### src/rtl/addsub_pkg.sv
// Shared constants and helpers for the addsub_pipe datapath: stage limit,
// saturation constants and the parameter legality check used at elaboration.
package addsub_pkg;

    localparam int ADDSUB_MAX_STAGES = 4;
    localparam int ADDSUB_MAX_WIDTH  = 64;

    // Signed saturation value for a given width, sign-extended to ADDSUB_MAX_WIDTH:
    // neg = 0 gives 2^(width-1)-1, neg = 1 gives -2^(width-1).
    function automatic logic [ADDSUB_MAX_WIDTH-1:0] addsub_sat_value(input int width, input logic neg);
        logic [ADDSUB_MAX_WIDTH-1:0] v;
        for (int i = 0; i < ADDSUB_MAX_WIDTH; i++) begin
            v[i] = (i < width - 1) ? ~neg : neg;
        end
        return v;
    endfunction

    function automatic bit addsub_cfg_ok(input int width, input int stages);
        return (width >= 4) && (width <= ADDSUB_MAX_WIDTH) &&
               (stages >= 1) && (stages <= ADDSUB_MAX_STAGES) &&
               (width % stages == 0);
    endfunction

endpackage

### src/rtl/addsub_seg.sv
// addsub_seg: one registered SEG-bit slice of the split carry chain.
// The carry-out is registered so the next slice adds one enabled cycle later.
module addsub_seg #(
    parameter int SEG = 8
) (
    input  logic           clock,
    input  logic           aclr,
    input  logic           clken,
    input  logic [SEG-1:0] a_i,
    input  logic [SEG-1:0] b_i,
    input  logic           cin_i,
    output logic [SEG-1:0] sum_o,
    output logic           cout_o
);

    logic [SEG:0]   sum_d;
    logic [SEG-1:0] sum_q;
    logic           cout_q;

    assign sum_d = {1'b0, a_i} + {1'b0, b_i} + {{SEG{1'b0}}, cin_i};

    // NOTE: non-blocking assignments so every stage samples its neighbour's pre-edge value.
    always_ff @(posedge clock or posedge aclr) begin
        if (aclr) begin
            sum_q  <= '0;
            cout_q <= 1'b0;
        end else if (clken) begin
            sum_q  <= sum_d[SEG-1:0];
            cout_q <= sum_d[SEG];
        end
    end

    assign sum_o  = sum_q;
    assign cout_o = cout_q;

endmodule

### src/rtl/addsub_pipe.sv
// addsub_pipe: pipelined signed adder/subtractor, carry chain split over STAGES slices.
// Define ADDSUB_PIPE_SAT_EN to clamp overflowing results instead of wrapping them.
module addsub_pipe
    import addsub_pkg::*;
#(
    parameter int WIDTH  = 16,
    parameter int STAGES = 2
) (
    input  logic             clock,
    input  logic             aclr,
    input  logic             clken,
    input  logic             in_valid,
    input  logic             add_sub,
    input  logic [WIDTH-1:0] dataa,
    input  logic [WIDTH-1:0] datab,
    output logic             out_valid,
    output logic [WIDTH-1:0] result,
    output logic             overflow
);

    localparam int SEG = WIDTH / STAGES;

    if (!addsub_cfg_ok(WIDTH, STAGES)) begin : g_bad_cfg
        $error("addsub_pipe: WIDTH must be >= 4 and divisible by STAGES (1..4)");
    end

    logic [WIDTH-1:0]  b_eff;
    logic [STAGES-1:0] carry;
    logic [WIDTH-1:0]  sum_raw;
    logic              a_sign_w, b_sign_w;
    logic              a_sign_q, b_sign_q;
    logic [STAGES-1:0] vld_q, vld_d;
    logic              ovf;

    assign b_eff    = add_sub ? datab : ~datab;
    assign carry[0] = ~add_sub;

    for (genvar k = 0; k < STAGES; k++) begin : g_seg
        logic [SEG-1:0] a_seg, b_seg, sum_seg;
        logic           cout;

        if (k == 0) begin : g_direct
            assign a_seg = dataa[SEG-1:0];
            assign b_seg = b_eff[SEG-1:0];
        end else begin : g_skew
            logic [SEG-1:0] a_q [1:k];
            logic [SEG-1:0] b_q [1:k];

            // NOTE: skew storage is cleared too, so nothing from before aclr survives anywhere.
            always_ff @(posedge clock or posedge aclr) begin
                if (aclr) begin
                    for (int i = 1; i <= k; i++) begin
                        a_q[i] <= '0;
                        b_q[i] <= '0;
                    end
                end else if (clken) begin
                    a_q[1] <= dataa[k*SEG +: SEG];
                    b_q[1] <= b_eff[k*SEG +: SEG];
                    for (int i = 2; i <= k; i++) begin
                        a_q[i] <= a_q[i-1];
                        b_q[i] <= b_q[i-1];
                    end
                end
            end

            assign a_seg = a_q[k];
            assign b_seg = b_q[k];
        end

        addsub_seg #(.SEG(SEG)) u_seg (
            .clock  (clock),
            .aclr   (aclr),
            .clken  (clken),
            .a_i    (a_seg),
            .b_i    (b_seg),
            .cin_i  (carry[k]),
            .sum_o  (sum_seg),
            .cout_o (cout)
        );

        if (k == STAGES - 1) begin : g_last
            logic unused_cout;
            assign unused_cout                = cout;
            assign a_sign_w                   = a_seg[SEG-1];
            assign b_sign_w                   = b_seg[SEG-1];
            assign sum_raw[k*SEG +: SEG]      = sum_seg;
        end else begin : g_deskew
            localparam int D = STAGES - 1 - k;
            logic [SEG-1:0] s_q [1:D];

            assign carry[k+1] = cout;

            always_ff @(posedge clock or posedge aclr) begin
                if (aclr) begin
                    for (int i = 1; i <= D; i++) s_q[i] <= '0;
                end else if (clken) begin
                    s_q[1] <= sum_seg;
                    for (int i = 2; i <= D; i++) s_q[i] <= s_q[i-1];
                end
            end

            assign sum_raw[k*SEG +: SEG] = s_q[D];
        end
    end

    // NOTE: every always_comb output gets a default first so no latch can be inferred.
    always_comb begin
        vld_d    = '0;
        vld_d[0] = in_valid;
        for (int i = 1; i < STAGES; i++) vld_d[i] = vld_q[i-1];
    end

    always_ff @(posedge clock or posedge aclr) begin
        if (aclr) begin
            vld_q    <= '0;
            a_sign_q <= 1'b0;
            b_sign_q <= 1'b0;
        end else if (clken) begin
            vld_q    <= vld_d;
            a_sign_q <= a_sign_w;
            b_sign_q <= b_sign_w;
        end
    end

    // Overflow and saturation decode registered state only; no input reaches an output.
    assign ovf       = (a_sign_q == b_sign_q) && (sum_raw[WIDTH-1] != a_sign_q);
    assign overflow  = ovf;
    assign out_valid = vld_q[STAGES-1];

`ifdef ADDSUB_PIPE_SAT_EN
    localparam logic [ADDSUB_MAX_WIDTH-1:0] SAT_POS_FULL = addsub_sat_value(WIDTH, 1'b0);
    localparam logic [ADDSUB_MAX_WIDTH-1:0] SAT_NEG_FULL = addsub_sat_value(WIDTH, 1'b1);
    localparam logic [WIDTH-1:0]            SAT_POS      = SAT_POS_FULL[WIDTH-1:0];
    localparam logic [WIDTH-1:0]            SAT_NEG      = SAT_NEG_FULL[WIDTH-1:0];

    assign result = ovf ? (a_sign_q ? SAT_NEG : SAT_POS) : sum_raw;
`else
    assign result = sum_raw;
`endif

endmodule
### config.mk
export PLATFORM = sky130hd
export DESIGN_NAME = addsub_pipe
export DESIGN_NICKNAME = d
export VERILOG_FILES = /design/src/rtl/addsub_pkg.sv /design/src/rtl/addsub_seg.sv /design/src/rtl/addsub_pipe.sv
export SDC_FILE = /design/constraint.sdc
export NUM_CORES = 1
export LEC_CHECK = 0
export ABC_AREA = 1
export CELL_PAD_IN_SITES_DETAIL_PLACEMENT = 0
export CELL_PAD_IN_SITES_GLOBAL_PLACEMENT = 1
export CORE_UTILIZATION = 33
export CTS_CLUSTER_SIZE = 10
export DETAILED_ROUTE_END_ITERATION = 8
export PLACE_DENSITY = 0.84
export SLEW_MARGIN = 20
export SYNTH_ARGS = -nofsm -noshare
export SYNTH_HDL_FRONTEND = slang
export SYNTH_SLANG_ARGS = --single-unit
### constraint.sdc
create_clock -name clock -period 1.75 [get_ports clock]
set_clock_uncertainty 0.1 [all_clocks]
set_input_delay 0.175 -clock clock [delete_from_list [all_inputs] [get_ports clock]]
set_output_delay 0.175 -clock clock [all_outputs]
set_load 0.1 [all_outputs]
---- After elaboration in Yosys (flattened, before gate mapping) ----
Cells that the tools add are included.
storage, ports and cells
  bits in registers ....................... 45
  word-level logic and storage cells ...... 19
cells by class
  reduce and logical (&&, ||, !) cells .... 1
  equal/unequal tests ..................... 2
  bitwise logic cells ..................... 2
  mux-type cells .......................... 1
  add/subtract/negate cells ............... 4
operators by type and width
  cell                  number
  two-way mux 16 bit    1
  NOT 16 bit            1
  adder 8 x 8 -> 9 bit  1
  adder 9 x 1 -> 9 bit  1
  adder 8 x 1 -> 8 bit  1
  adder 8 bit           1
  == test 1 bit         1
  logical AND 1 bit     1
  != test 1 bit         1
  NOT 1 bit             1

---- Longest topological paths before layout ----
Gate-level depths: netlist (run 1).
  depth after elaboration ................. 4
  depth in mapped cells ................... 14
  depth with buffers taken out ............ 12

---- Hierarchy ----
Synthesis (run 1) repeated with hierarchy kept, for this count alone.
unflattened totals
  cell total of the unflattened synthesis .. 348
  area, all modules ....................... 2753.9 sq um
modules (own cells, without submodules)
  module       sequential area each (sq um)  cells each  times used  area an instance (sq um)
  addsub_seg   225.2                         93          2           728.2
  addsub_pipe  700.7                         162         1           1297.5

---- Least setup slack after synthesis (run 1) ----
Ideal clock, no wire load.
  path kind ............................... reg2out
  start point ............................. register g_seg[1].u_seg.sum_q[7]
  end point ............................... output port overflow
  cell stages (with the launch flop) ...... 3
  slack ................................... -0.907 ns
  data required time ...................... 1.475 ns
  data arrival time ....................... 2.382 ns
  path buffers ............................ 0
  cells stage by stage .................... dfrtp_1 -> a21oi_1 -> nor2_1
between the ends
  cells in the longest elaborated chain, start to end .. 2
RTL lines
  element                   line                source
  start: declaration        addsub_seg.sv:17    logic [SEG-1:0] sum_q;
  start signal: assignment  addsub_seg.sv:28    sum_q <= sum_d[SEG-1:0];
  != test 1 bit             addsub_pipe.sv:126  assign ovf = (a_sign_q == b_sign_q) && (sum_raw[WIDTH-1] != a_sign_q);
  logical AND 1 bit         addsub_pipe.sv:126
  end: declaration          addsub_pipe.sv:18   output logic overflow
Every way passes these cells.

---- Worst setup path after layout (run 1) ----
  start point ............................. register g_seg[1].g_skew.a_q, in the netlist g_seg[1].a_seg[0]
  end point ............................... register g_seg[1].u_seg.sum_q[6]
between the ends
  cells in the longest elaborated chain, start to end .. 2
RTL lines
  element                           line               source
  start: declaration                addsub_pipe.sv:46  logic [SEG-1:0] a_q [1:k];
  start signal: indexed assignment  addsub_pipe.sv:60  a_q[i] <= a_q[i-1];
  adder 8 bit                       addsub_seg.sv:20   assign sum_d = {1'b0, a_i} + {1'b0, b_i} + {{SEG{1'b0}}, cin_i};
  adder 8 x 1 -> 8 bit              addsub_seg.sv:20
Every way passes these cells.
A chain may end at the register's enable or synchronous reset.

==> key figures, run 1 <==
Clocking
  • Hold buffer count at cts: 0
  • Htree depth: 2
  • CTS tree: done
  • Max clock buf depth: 2
  • Clock sink total: 45
  • Total CTS buffers: 5
  • Clk root buf: clkbuf_8
  • Setup repair bufs after CTS: 0
  • Clock transition at path regs: 0.08 ns
  • Clk Latency, worst-skew pair: 0.28 ns

GRT
  • Global-route wire length before repair: 8680 um
  • Pin count of the biggest net entering global routing: 57
  • Tot GR Track Use: 0.144
  • Vias in the first global route: 1949
  • GR Overflow Total: 0
  • Initial antenna violation count: 0

Cells and area
  • Ant diodes: 0
  • Commonest cells after routing, fill and taps aside: nand2_1 (111), dfrtp_1 (44), clkdlybuf4s50_1 (32), buf_12 (21), inv_1 (20)
  • Layout cells sized above 1: 0.164
  • Fill count: 709
  • Fin util: 0.491
  • Area growth, synth to finish: 44.5%
  • Final cell count without fillers: 464
  • Most common cell after layout, fill and taps aside: nand2_1
  • Final Net Count: 418

Route
  • Vias post-DR: 2050
  • Remaining antenna violation count: 0
  • 1st-iter DRT viols: 32
  • Pre-antenna DRT Iters: 4
  • DRC viols: 0
  • Vias per cell: 4.42
  • DR WL/cell: 11.0 um
  • Routed wire length: 5090 um

Timing
  • Final hold viol count: 0
  • Worst-margin pin slew: 0.432 ns
  • Setup violators final: 0
  • Slew headroom: 0.712
  • Max frequency: 0.587 GHz
  • Final min period: 1.70 ns
  • Max-slew violations: 0
  • RSZ-0062 raised after global routing: true
  • Fin crit share: 0.973

Logic synthesis
  • Syn Area/Cell: 8.29 um^2
  • Syn Nets: 350
  • Post-synth cell types: 25
  • FF+latch count, synth: 45
  • Mapped Cells: 297
  • Yosys warnings: 0
  • Sequential share of the synthesized area: 0.457
  • Cell Area, Synth: 2460 um^2

Worst setup path
  • Crit path buf inv count: 1
  • CP dominant cell by count: nand2_1
  • Crit-path max cell delay: 0.38 ns
  • CP top delay family: adder cells
  • Reg2reg start: g_seg[1].a_seg[0]$_DFFE_PP0P_
  • WP data arrival: 1.78 ns
  • Reg2reg end: g_seg[1].u_seg.sum_o[6]$_DFFE_PP0P_
  • R2R Setup Slk: 0.05 ns
  • Critical path capture point type: flop
  • Slowest cell on crit path: dfrtp_1
  • Reg2Reg Depth: 9
  • Setup crit start kind: flop
  • CP Max Fanout: 3
  • CP required: 1.83 ns
  • Critical path type: flop to flop
  • Worst-path cell chain: fa_2 -> inv_2 -> fa_2 -> o21ai_2 -> nand2_1 -> nand2_1 -> nand2_1 -> nand3_1 -> nand2_1

Die
  • Die footprint: 7820 um^2
  • Starting Density: 0.340
  • # rows: 31
  • Core area: 7250 um^2
  • Die Y: 88.4 um
  • Die width: 88.4 um
  • I/O pins: 55

Run status
  • Status: finished clean

Power
  • Switching power: 1660 uW
  • Total internal power: 2390 uW
  • Pwr per Cell Area: 1140 nW/um^2
  • Leak Pwr: 0.00176 uW
  • Flop pwr share: 0.341
  • Comb power frac: 0.476
  • Switching Share: 0.410
  • Clock share of power: 0.184
  • Worst VDD drop: 0.357 mV

Worst hold path
  • HP Class: input pin to async pin

Flow run
  • MaxCap Viol Count: 0

Placement
  • PortBufs: 54
  • Placed Cells: 457
  • Routability cong.: 0.825
  • Hpwl dp: 3990 um
==> repair_timing <==
action | 4_1_cts | 5_1_grt
resized for setup | 6 | 10
setup endpoints to repair | 9 | 7
pin swaps | 1 | 1
==> worst reg2reg max path, delay by kind of cell (launching register included) <==
kind,cells,cell delay [ns]
AOI/OAI and AO/OA,1,0.16
DFF,1,0.38
and+or+nand+nor,5,0.30
adders and majority gates,2,0.60
buffers and inverters,1,0.04
==> per-layer routing <==
layer,up-vias,track usage,part of all wire
li1,1074,-,-
met1,939,0.175,0.45
met2,35,0.258,0.50
met3,2,0.0299,0.041
met4,0,0.0352,0.0053
met5,-,0,0
==> synthesized netlist by cell type, drive strengths merged <==
cell type,instances,area share
nand4,1,0.0025
nand2,114,0.17
a21oi,12,0.024
nor2,9,0.014
o22ai,1,0.0025
xnor2,11,0.039
dfrtp,45,0.46
a31oi,1,0.0025
or2,1,0.0025
xor2,9,0.032
clkbuf,3,0.0046
fa,3,0.024
o21a,1,0.0030
nand3,13,0.026
nand3b,3,0.0091
buf,9,0.025
a21o,1,0.0030
inv,23,0.035
ha,13,0.066
o21ai,24,0.052
==> per-stage QoR <==
stage	total power [uW]	setup TNS (ns)	hold slack, ns	worst slack, ns	instance area [um^2]
after floorplan	2570	0	0.192	0.0262	2470
after global placement	3300	-2.23	0.354	-0.361	3420
after detailed placement	3330	-2.58	0.365	-0.394	3420
after CTS	4100	0	0.114	0.00855	3540
after global routing	4280	-0.0586	0.131	-0.0586	3560
final	4050	0	0.107	0.0470	3560
==> cell families after synthesis <==
kind of cell | Yosys count | share of synthesized area
adders and majority gates | 16 | 0.0904
AOI/OAI and AO/OA | 40 | 0.0874
buffers and inverters | 35 | 0.0650
and+or+nand+nor | 141 | 0.229
DFF | 45 | 0.457
xor gates and xnor gates | 20 | 0.0711
==> how the worst max path moves through the flow <==
stage	from	end	slack (ns)	cells after the start
6_report	g_seg[1].a_seg[0]$_DFFE_PP0P_	g_seg[1].u_seg.sum_o[6]$_DFFE_PP0P_	0.05	9
5_1_grt	g_seg[0].u_seg.cout_o$_DFFE_PP0P_	g_seg[1].u_seg.sum_o[6]$_DFFE_PP0P_	-0.06	9
4_1_cts	datab[0]	g_seg[0].u_seg.sum_o[6]$_DFFE_PP0P_	0.009	12
3_5_place_dp	add_sub	g_seg[0].u_seg.cout_o$_DFFE_PP0P_	-0.39	10
3_3_place_gp	add_sub	g_seg[0].u_seg.cout_o$_DFFE_PP0P_	-0.36	10
2_1_floorplan	add_sub	g_seg[0].u_seg.sum_o[6]$_DFFE_PP0P_	0.03	10
==> power groups by stage <==
stage / clock [uW] / combinational, uW / sequential [uW]
finish: 745 / 1930 / 1380
CTS: 772 / 1940 / 1380
floorplan: 0 / 568 / 2000
detailed placement: 0 / 1930 / 1400
global placement: 0 / 1900 / 1400
global route: 814 / 2060 / 1410
==> registers in the layout, summed over array words and instances (netlist names) <==
signal,cells
g_seg.a_seg,8
g_seg.u_seg.cout_o,1
g_seg.b_seg,8
g_seg.u_seg.sum_o,16
g_seg.g_deskew.s_q,8
b_sign_q,1
a_sign_q,1
vld_q,2
==> final cells by class <==
type,count,area (um^2),share of cell area
Clock buffer,5,68.8,0.0193
Multi-Input combinational cell,217,1210,0.339
Sequential cell,45,1130,0.317
Clock inverter,2,35.0,0.00984
Inverter,23,86.3,0.0242
Timing Repair Buffer,73,911,0.256
Tap cell,99,124,0.0348
Note: power is estimated with default switching activity, not from simulation.
==> run 2, diff against run 1 <==
--- a/config.mk
+++ b/config.mk
@@ -16,3 +16,4 @@
 export SYNTH_ARGS = -nofsm -noshare
 export SYNTH_HDL_FRONTEND = slang
 export SYNTH_SLANG_ARGS = --single-unit
+export TNS_END_PERCENT = 100
==> results of run 2 <==
Final layout, timing and power as in run 1 (identical DEF).
==> run 3, diff against run 2 <==
--- a/config.mk
+++ b/config.mk
@@ -8,10 +8,11 @@
 export ABC_AREA = 1
 export CELL_PAD_IN_SITES_DETAIL_PLACEMENT = 0
 export CELL_PAD_IN_SITES_GLOBAL_PLACEMENT = 1
-export CORE_UTILIZATION = 33
+export CORE_UTILIZATION = 37
+export CTS_CLUSTER_DIAMETER = 50
 export CTS_CLUSTER_SIZE = 10
 export DETAILED_ROUTE_END_ITERATION = 8
-export PLACE_DENSITY = 0.84
+export PLACE_DENSITY = 0.89
 export SLEW_MARGIN = 20
 export SYNTH_ARGS = -nofsm -noshare
 export SYNTH_HDL_FRONTEND = slang
==> constraint.sdc (replaced) <==
create_clock -name clock -period 1.7 [get_ports clock]
set_clock_uncertainty 0.1 [all_clocks]
set_input_delay 0.17 -clock clock [delete_from_list [all_inputs] [get_ports clock]]
set_output_delay 0.17 -clock clock [all_outputs]
set_load 0.1 [all_outputs]
==> key figures, run 3 (synthesis gave the netlist of run 1 again) <==
Power
  • Flop pwr share: 0.334
  • Comb power frac: 0.471
  • Worst VDD drop: 1.08 mV
  • Leak Pwr: 0.00177 uW
  • Total internal power: 2530 uW
  • Switching Share: 0.406
  • Switching power: 1730 uW
  • Pwr per Cell Area: 1200 nW/um^2
  • Clock share of power: 0.195

Worst setup path
  • CP dominant cell by count: fa_2
  • Worst-path cell chain: fa_2 -> inv_2 -> fa_2 -> buf_4 -> or2_2 -> a31oi_1
  • Critical path capture point type: flop
  • WP data arrival: 1.86 ns
  • Reg2Reg Depth: 6
  • Setup crit start kind: flop
  • Reg2reg start: g_seg[0].u_seg.cout_o$_DFFE_PP0P_
  • Reg2reg end: g_seg[1].u_seg.sum_o[2]$_DFFE_PP0P_
  • R2R Setup Slk: -0.05 ns
  • Crit-path max cell delay: 0.39 ns
  • Slowest cell on crit path: dfrtp_1
  • Critical path type: flop to flop
  • CP Max Fanout: 2
  • CP required: 1.81 ns

Cells and area
  • Final cell count without fillers: 442
  • Final Net Count: 417
  • Layout cells sized above 1: 0.170
  • Largest register FFs: 16
  • Commonest cells after routing, fill and taps aside: nand2_1 (110), dfrtp_1 (44), clkdlybuf4s50_1 (32), buf_12 (22), inv_1 (20)
  • Most common cell after layout, fill and taps aside: nand2_1
  • Area growth, synth to finish: 44.3%
  • Ant diodes: 0
  • Post-route cell area: 3560 um^2

Timing
  • Setup Total Neg Slack: -0.0580 ns
  • Final min period: 1.75 ns
  • Final hold viol count: 0
  • Fin crit share: 1.03
  • Slew headroom: 0.753
  • RSZ-0062 raised after global routing: true
  • Max frequency: 0.573 GHz
  • Worst-margin pin slew: 0.370 ns
  • Worst setup margin: -0.0451 ns
  • Max-slew violations: 0
  • Setup violators final: 3

Route
  • DR WL/cell: 11.3 um
  • Vias post-DR: 2058
  • Pre-antenna DRT Iters: 5
  • Remaining antenna violation count: 0
  • Vias per cell: 4.66
  • Routed wire length: 5020 um
  • 1st-iter DRT viols: 93
  • DRC viols: 0

Placement
  • Routability cong.: 0.794
  • PortBufs: 54
  • Worst slack at placement: -0.451 ns
  • Placed Cells: 431
  • Hpwl dp: 3720 um
  • Placed Area: 3390 um^2

Clocking
  • Max clock buf depth: 2
  • Htree depth: 2
  • Clk Latency, worst-skew pair: 0.29 ns
  • Clk root buf: clkbuf_8
  • CTS tree: done
  • Total CTS buffers: 5
  • Clock transition at path regs: 0.09 ns
  • Clock sink total: 45

Die
  • Core area: 6390 um^2
  • Starting Density: 0.386
  • I/O pins: 55
  • # rows: 29
  • Die Y: 83.6 um
  • Die footprint: 6990 um^2
  • Die width: 83.6 um

Run status
  • Status: finished with violations
  • Failing checks: setup timing

GRT
  • Tot GR Track Use: 0.149
  • Pin count of the biggest net entering global routing: 55
  • Initial antenna violation count: 0
  • Global-route wire length before repair: 8470 um
  • GR Overflow Total: 0
  • Vias in the first global route: 1953

Worst hold path
  • HP Class: input pin to async pin

Flow run
  • MaxCap Viol Count: 0
[run 3: cell count changes in the layout (fill, tap and decap cells not counted), sizes merged]
cell,before,now
buf,37,36
clkbuf,5,7
clkinv,1,0
dlygate4sd2,1,2
dlymetal6s2s,3,2
[run 3: stage by stage]
step | hold WS [ns] | utilization | total power [uW]
6_report | 0.0605 | 0.557 | 4250
5_1_grt | 0.0965 | 0.557 | 4480
4_1_cts | 0.0712 | 0.549 | 4260
3_5_place_dp | 0.366 | 0.530 | 3410
3_3_place_gp | 0.355 | 0.530 | 3380
2_1_floorplan | 0.187 | - | 2650
[run 3: critical path: cells and delay by family (launching register included)]
family	cells	cell delay (ns)
and+or+nand+nor	1	0.27
DFF	1	0.39
buffers and inverters	2	0.19
adders and majority gates	2	0.59
AOI/OAI and AO/OA	1	0.13
[run 3: worst max path at each step]
stage | cells past startpoint | endpoint | startpoint
6_report | 6 | g_seg[1].u_seg.sum_o[2]$_DFFE_PP0P_ | g_seg[0].u_seg.cout_o$_DFFE_PP0P_
2_1_floorplan | 10 | g_seg[0].u_seg.sum_o[6]$_DFFE_PP0P_ | add_sub
3_5_place_dp | 11 | g_seg[0].u_seg.sum_o[6]$_DFFE_PP0P_ | add_sub
3_3_place_gp | 11 | g_seg[0].u_seg.sum_o[6]$_DFFE_PP0P_ | add_sub
4_1_cts | 9 | g_seg[1].u_seg.sum_o[6]$_DFFE_PP0P_ | g_seg[1].b_seg[0]$_DFFE_PP0P_
5_1_grt | 9 | g_seg[1].u_seg.sum_o[6]$_DFFE_PP0P_ | g_seg[0].u_seg.cout_o$_DFFE_PP0P_
[run 3: metal layers]
metal,GRT usage,vias up,share of wire
met4,0.0401,0,0.010
met5,0,-,0
met1,0.194,948,0.46
met3,0.0317,5,0.034
li1,-,1068,-
met2,0.251,37,0.49
[run 3: layout make-up]
class                      count  area [um^2]
clock inverter                 1         30.0
clock buffer                   7         86.3
timing repair buffer          72          908
multi-input combinational    217         1220
tap                           77         96.3
sequential                    45         1130
inverter                      23         86.3
fill                         585         2830
[run 3: power by group through the flow]
stage	clock network (uW)	logic (uW)	registers, uW
final	829	2000	1420
after CTS	851	1980	1430
after floorplan	0	588	2060
after detailed placement	0	1970	1440
after global routing	898	2130	1450
after global placement	0	1950	1440
[run 3: what timing repair did]
item	in CTS	in global routing
pin swaps	2	2
hold buffers	0	0
resized for setup	7	10
endpoints found under the setup margin	10	9
setup buffers	0	3
